<file path="config.mk">
export PLATFORM = sky130hd
export DESIGN_NAME = plb_dac_user_logic
export DESIGN_NICKNAME = d
export VERILOG_FILES = /design/src/rtl/plb_dac_user_logic_pkg.sv /design/src/rtl/dac_interleave.sv /design/src/rtl/plb_dac_user_logic.sv
export SDC_FILE = /design/constraint.sdc
export NUM_CORES = 1
export LEC_CHECK = 0
export ABC_CLOCK_PERIOD_IN_PS = 2100
export BUFFER_PORTS_ARGS = -buffer_cell sky130_fd_sc_hd__buf_2
export CAP_MARGIN = 10
export CORE_ASPECT_RATIO = 0.7
export CORE_MARGIN = 10
export CORE_UTILIZATION = 55
export CTS_BUF_LIST = sky130_fd_sc_hd__clkbuf_2 sky130_fd_sc_hd__clkbuf_4 sky130_fd_sc_hd__clkbuf_8
export DETAILED_ROUTE_END_ITERATION = 10
export GPL_TIMING_DRIVEN = 0
export HOLD_SLACK_MARGIN = 0.06
export PLACE_DENSITY_LB_ADDON = 0.25
export SYNTH_ARGS = -nofsm -noshare
export SYNTH_HDL_FRONTEND = slang
export SYNTH_HIERARCHICAL = 1
export SYNTH_SLANG_ARGS = --single-unit
</file>
<file path="constraint.sdc">
create_clock -name Bus2IP_Clk -period 2.1 [get_ports Bus2IP_Clk]
set_clock_uncertainty 0.2 [all_clocks]
set_input_delay 0.315 -clock Bus2IP_Clk [delete_from_list [all_inputs] [get_ports Bus2IP_Clk]]
set_output_delay 0.315 -clock Bus2IP_Clk [all_outputs]
set_load 0.01 [all_outputs]
</file>
<file path="src/rtl/plb_dac_user_logic_pkg.sv">
// Shared constants for the PLB DAC user logic.
// Covers the register map, the CTRL bit positions and the I/Q sample fields.
package plb_dac_user_logic_pkg;

  localparam int REG_CTRL   = 0;
  localparam int REG_SAMPLE = 1;

  localparam int CTRL_EN    = 0;
  localparam int CTRL_DUAL  = 1;
  localparam int CTRL_FMT   = 2;

  localparam int I_LSB      = 0;
  localparam int Q_LSB      = 16;
  localparam int DAC_W      = 10;

endpackage

</file>
<file path="src/rtl/dac_interleave.sv">
// Interleaved I/Q DAC driver: divide-by-2 data clock, sample mux/register and static pins.
// Data and DCLKIO change on the same edge, so the DAC samples on the opposite clock edge.
module dac_interleave
  import plb_dac_user_logic_pkg::*;
(
  input  logic             clk,
  input  logic             rst,
  input  logic             en,
  input  logic             dual,
  input  logic             fmt,
  input  logic [DAC_W-1:0] samp_i,
  input  logic [DAC_W-1:0] samp_q,
  output logic [DAC_W-1:0] dac_data,
  output logic             dclkio,
  output logic             clkout,
  output logic             pin_md,
  output logic             clk_md,
  output logic             format,
  output logic             pwrdn,
  output logic             op_en_i,
  output logic             op_en_q
);

  logic ph;

  // ph low now means it rises on this edge, which is the I slot.
  always_ff @(posedge clk) begin
    if (rst) begin
      ph       <= 1'b0;
      dac_data <= '0;
    end else if (en) begin
      ph       <= ~ph;
      dac_data <= (!ph || !dual) ? samp_i : samp_q;
    end else begin
      ph       <= 1'b0;
    end
  end

  assign dclkio  = ph;
  assign clkout  = ~ph;
  assign pin_md  = 1'b1;
  assign clk_md  = 1'b0;
  assign format  = fmt;
  assign pwrdn   = ~en;
  assign op_en_i = en;
  assign op_en_q = en & dual;

endmodule

</file>
<file path="src/rtl/plb_dac_user_logic.sv">
// PLB DAC user logic: CTRL/SAMPLE slave registers behind the IPIF handshake,
// feeding the interleaved I/Q DAC driver.
module plb_dac_user_logic
  import plb_dac_user_logic_pkg::*;
#(
  parameter int C_SLV_DWIDTH = 32,
  parameter int C_NUM_REG    = 2
)
(
  input  logic                        Bus2IP_Clk,
  input  logic                        Bus2IP_Reset,
  input  logic [0:C_SLV_DWIDTH-1]     Bus2IP_Data,
  input  logic [0:C_SLV_DWIDTH/8-1]   Bus2IP_BE,
  input  logic [0:C_NUM_REG-1]        Bus2IP_RdCE,
  input  logic [0:C_NUM_REG-1]        Bus2IP_WrCE,
  output logic [0:C_SLV_DWIDTH-1]     IP2Bus_Data,
  output logic                        IP2Bus_RdAck,
  output logic                        IP2Bus_WrAck,
  output logic                        IP2Bus_Error,
  output logic [0:DAC_W-1]            IP2DAC_Data,
  output logic                        IP2DAC_DCLKIO,
  output logic                        IP2DAC_Clkout,
  output logic                        IP2DAC_PinMD,
  output logic                        IP2DAC_ClkMD,
  output logic                        IP2DAC_Format,
  output logic                        IP2DAC_PWRDN,
  output logic                        IP2DAC_OpEnI,
  output logic                        IP2DAC_OpEnQ
);

  logic [C_SLV_DWIDTH-1:0] ctrl_reg;
  logic [C_SLV_DWIDTH-1:0] sample_reg;
  logic [C_SLV_DWIDTH-1:0] wdata;
  logic [C_SLV_DWIDTH-1:0] rdata;
  logic [C_SLV_DWIDTH-1:0] be_mask;
  logic                    wr_ctrl;
  logic                    wr_sample;
  logic                    rd_ctrl;
  logic                    rd_sample;

  // Bus bit 0 is the MSB, so a plain vector copy keeps LSB-numbered fields intact.
  assign wdata = Bus2IP_Data;

  always_comb begin
    be_mask = '0;
    for (int b = 0; b < C_SLV_DWIDTH/8; b++) begin
      if (Bus2IP_BE[b]) be_mask[C_SLV_DWIDTH-1-8*b -: 8] = 8'hFF;
    end
  end

  // Only one-hot chip enables select a register; 00 and 11 are no-ops.
  assign wr_ctrl   = Bus2IP_WrCE[REG_CTRL]   & ~Bus2IP_WrCE[REG_SAMPLE];
  assign wr_sample = Bus2IP_WrCE[REG_SAMPLE] & ~Bus2IP_WrCE[REG_CTRL];
  assign rd_ctrl   = Bus2IP_RdCE[REG_CTRL]   & ~Bus2IP_RdCE[REG_SAMPLE];
  assign rd_sample = Bus2IP_RdCE[REG_SAMPLE] & ~Bus2IP_RdCE[REG_CTRL];

  always_ff @(posedge Bus2IP_Clk) begin
    if (Bus2IP_Reset) begin
      ctrl_reg   <= '0;
      sample_reg <= '0;
    end else begin
      if (wr_ctrl)   ctrl_reg   <= (ctrl_reg   & ~be_mask) | (wdata & be_mask);
      if (wr_sample) sample_reg <= (sample_reg & ~be_mask) | (wdata & be_mask);
    end
  end

  always_comb begin
    rdata = '0;
    if (rd_ctrl)        rdata = ctrl_reg;
    else if (rd_sample) rdata = sample_reg;
  end

  // Handshake: every cycle a chip enable is asserted is a complete transfer;
  // the ack follows the CE combinationally in the same cycle, with no wait states.
  assign IP2Bus_Data  = rdata;
  assign IP2Bus_RdAck = |Bus2IP_RdCE;
  assign IP2Bus_WrAck = |Bus2IP_WrCE;
  assign IP2Bus_Error = 1'b0;

  dac_interleave u_dac_interleave (
    .clk      (Bus2IP_Clk),
    .rst      (Bus2IP_Reset),
    .en       (ctrl_reg[CTRL_EN]),
    .dual     (ctrl_reg[CTRL_DUAL]),
    .fmt      (ctrl_reg[CTRL_FMT]),
    .samp_i   (sample_reg[I_LSB +: DAC_W]),
    .samp_q   (sample_reg[Q_LSB +: DAC_W]),
    .dac_data (IP2DAC_Data),
    .dclkio   (IP2DAC_DCLKIO),
    .clkout   (IP2DAC_Clkout),
    .pin_md   (IP2DAC_PinMD),
    .clk_md   (IP2DAC_ClkMD),
    .format   (IP2DAC_Format),
    .pwrdn    (IP2DAC_PWRDN),
    .op_en_i  (IP2DAC_OpEnI),
    .op_en_q  (IP2DAC_OpEnQ)
  );

endmodule

</file>
==> results_dict.tcl <==
set metrics [dict create \
    first_pass_iters 4 \
    final.period_utilization_pct 94.2 \
    cts_inserted_buffers 9 \
    fin_tns_setup_ns 0 \
    cts_tree "done" \
    stdcell_count 577 \
    clk_pin_slew_ns 0.08 \
    worstHoldPathCells 3 \
    ios 95 \
    worstSetupPathType "flop to primary output" \
    ant_nets 0 \
    synth-seq-cells 75 \
    synth_edf_count 0 \
    synth_warnings 6 \
    p_int_uw 2140 \
    final_nets 524 \
    die-area_um2 10500 \
    min_from "Bus2IP_Data[11]" \
    diodes 0 \
    grt_pass1_wl_um 15900 \
    hold_viol_final 0 \
    end_kind "primary output" \
    ir_drop_mv 0.520 \
    drive_gt1_share_pct 29.6 \
    hold_class "input pin to flop" \
    synth_fp_nets 409 \
    p_sw_share_pct 25.2 \
    setup_viol 0 \
    async_flop_share_pct 0 \
    post-route-min-period_ns 1.98 \
    rr_endpoint "u_dac_interleave/dac_data[2]" \
    vias_per_cell 5.22 \
    core_area_um2 6400 \
    synthToLayoutAreaGrowth_pct 23.3 \
    overflow 0 \
    portBuffers 91 \
    slew_violations 0 \
    start_util_pct 58.1 \
    antenna_found_initial 0 \
    grt_pass1_vias 3178 \
    cts.sinks 75 \
    synth_flop_cell "dfxtp_1" \
    synthCells 367 \
    die_h_um 88.8 \
    power.leakage_uw 0.00212 \
    p_clk_share_pct 34.0 \
    via_count 3014 \
    syn-cell-area_um2 3710 \
    ys_seq_area_share_pct 40.4 \
    cts.path.max_buffers 2 \
    htreeDepth 3 \
    wl_per_cell_um 17.2 \
    r2r_cells 3 \
    cp_max_fo 10 \
    arrival_ns 1.46 \
    power_density_nw_per_um2 626 \
    drtIter0Drc 138 \
    dpl.hpwl_um 7430 \
    rows 24 \
    seq_power_share_pct 52.6 \
    avgSynthCellArea_um2 10.1 \
    die_w_um 118 \
    final_common_cell "buf_2" \
    status "completed" \
    cp-start-kind "flop" \
    wirelength_um 9920 \
    clock_latency_ns 0.35 \
    routabilityCongestion 0.829 \
    grt_use_total_pct 18.8 \
    fmax_mhz 505 \
    cts_resized 0 \
    rsz0062_at_grt "false" \
    max-cap-violations 0 \
    dp.cells 549 \
    r2r_start "u_dac_interleave/dclkio" \
    comb_power_share_pct 13.4 \
    r2r_setup_slack_ns 0.75 \
    clockRootBuffer "clkbuf_8" \
    grt_max_degree 12 \
    worst_ep_required_time_ns 1.58 \
    synth_cell_types 24 \
    mostFrequentLayoutCells "99 x buf_2, 96 x nand2b_1, 75 x dfxtp_1" \
    drc_errors 0 \
    switchingPower_uw 722 \
]
power by group through the flow:
stage | sequential [µW] | combinational (µW) | clock, µW
after CTS | 1510 | 385 | 982
after global placement | 1540 | 358 | 0
after global routing | 1510 | 418 | 1050
final | 1510 | 385 | 974
after floorplan | 1530 | 236 | 0
after detailed placement | 1540 | 365 | 0
Yosys cell counts, drive strengths merged, types with 3 or more instances:
cell / number / area [µm²]
nand2b: 96 / 601
dfxtp: 75 / 1500
mux2i: 64 / 641
a22o: 32 / 280
buf: 28 / 228
clkbuf: 11 / 45.0
a21bo: 10 / 100
a311oi: 10 / 87.6
nand3: 10 / 50.1
nor2: 10 / 37.5
and3b: 5 / 47.6
nand3b: 5 / 41.3
conb: 3 / 11.3
repair_timing:
| item | CTS | global route |
|---|---|---|
| endpoints found under the hold margin | 21 | 0 |
| hold buffers | 13 | 0 |
| endpoints found under the setup margin | 0 | 0 |
| setup buffers | 0 | 0 |
worst max-delay path: stages, from the launching register on:
cell      delay, ns
dfxtp_1        0.43
clkbuf_1       0.38
and2_1         0.18
buf_2          0.12
worst max-delay path by stage:
stage                         from               to  slack, ns
global route                  flop     IP2DAC_OpEnQ       0.03
floorplan           Bus2IP_RdCE[1]  IP2Bus_Data[10]       0.63
CTS                           flop     IP2DAC_OpEnQ       0.14
detailed placement  Bus2IP_RdCE[0]   IP2Bus_Data[3]       0.34
global placement    Bus2IP_RdCE[0]   IP2Bus_Data[3]       0.34
finish                        flop     IP2DAC_OpEnQ       0.12
cells by family (layout without fill, tap and decap cells):
group           Yosys count  count (layout)  synth area share, %
simple gates            132             132                 21.9
flops                    75              75                 40.4
mux                      64              64                 17.2
compound gates           52              52                 12.6
buf+inv                  41             160                 7.54
other cells               3               3                0.303
through the flow:
| step | power, µW | hold WS (ns) | utilization, % | area [µm²] | worst slack, ns |
|---|---|---|---|---|---|
| floorplan | 1770 | 0.187 | - | 3710 | 0.632 |
| global placement | 1890 | 0.258 | 67.0 | 4280 | 0.340 |
| detailed placement | 1900 | 0.266 | 67.0 | 4280 | 0.335 |
| CTS | 2870 | 0.0604 | 71.6 | 4580 | 0.136 |
| global route | 2980 | 0.0645 | 71.6 | 4580 | 0.0300 |
| finish | 2870 | 0.0626 | 71.6 | 4580 | 0.122 |
area by class of cell:
type,count,area (µm²)
plain buffers,39,273
clock buffers,12,153
clock inverters,3,15.0
fillers,527,1810
inverters,2,7.51
multi-input cells,251,1930
flip-flops and latches,75,1500
well taps,91,114
repair buffers,104,586
layer usage:
metal	wire, µm	global-route usage [%]
met5	0	0
met1	4560	23.0
met4	136	6.04
met2	4650	31.4
met3	575	5.60
(Power assumes the default switching activity.)
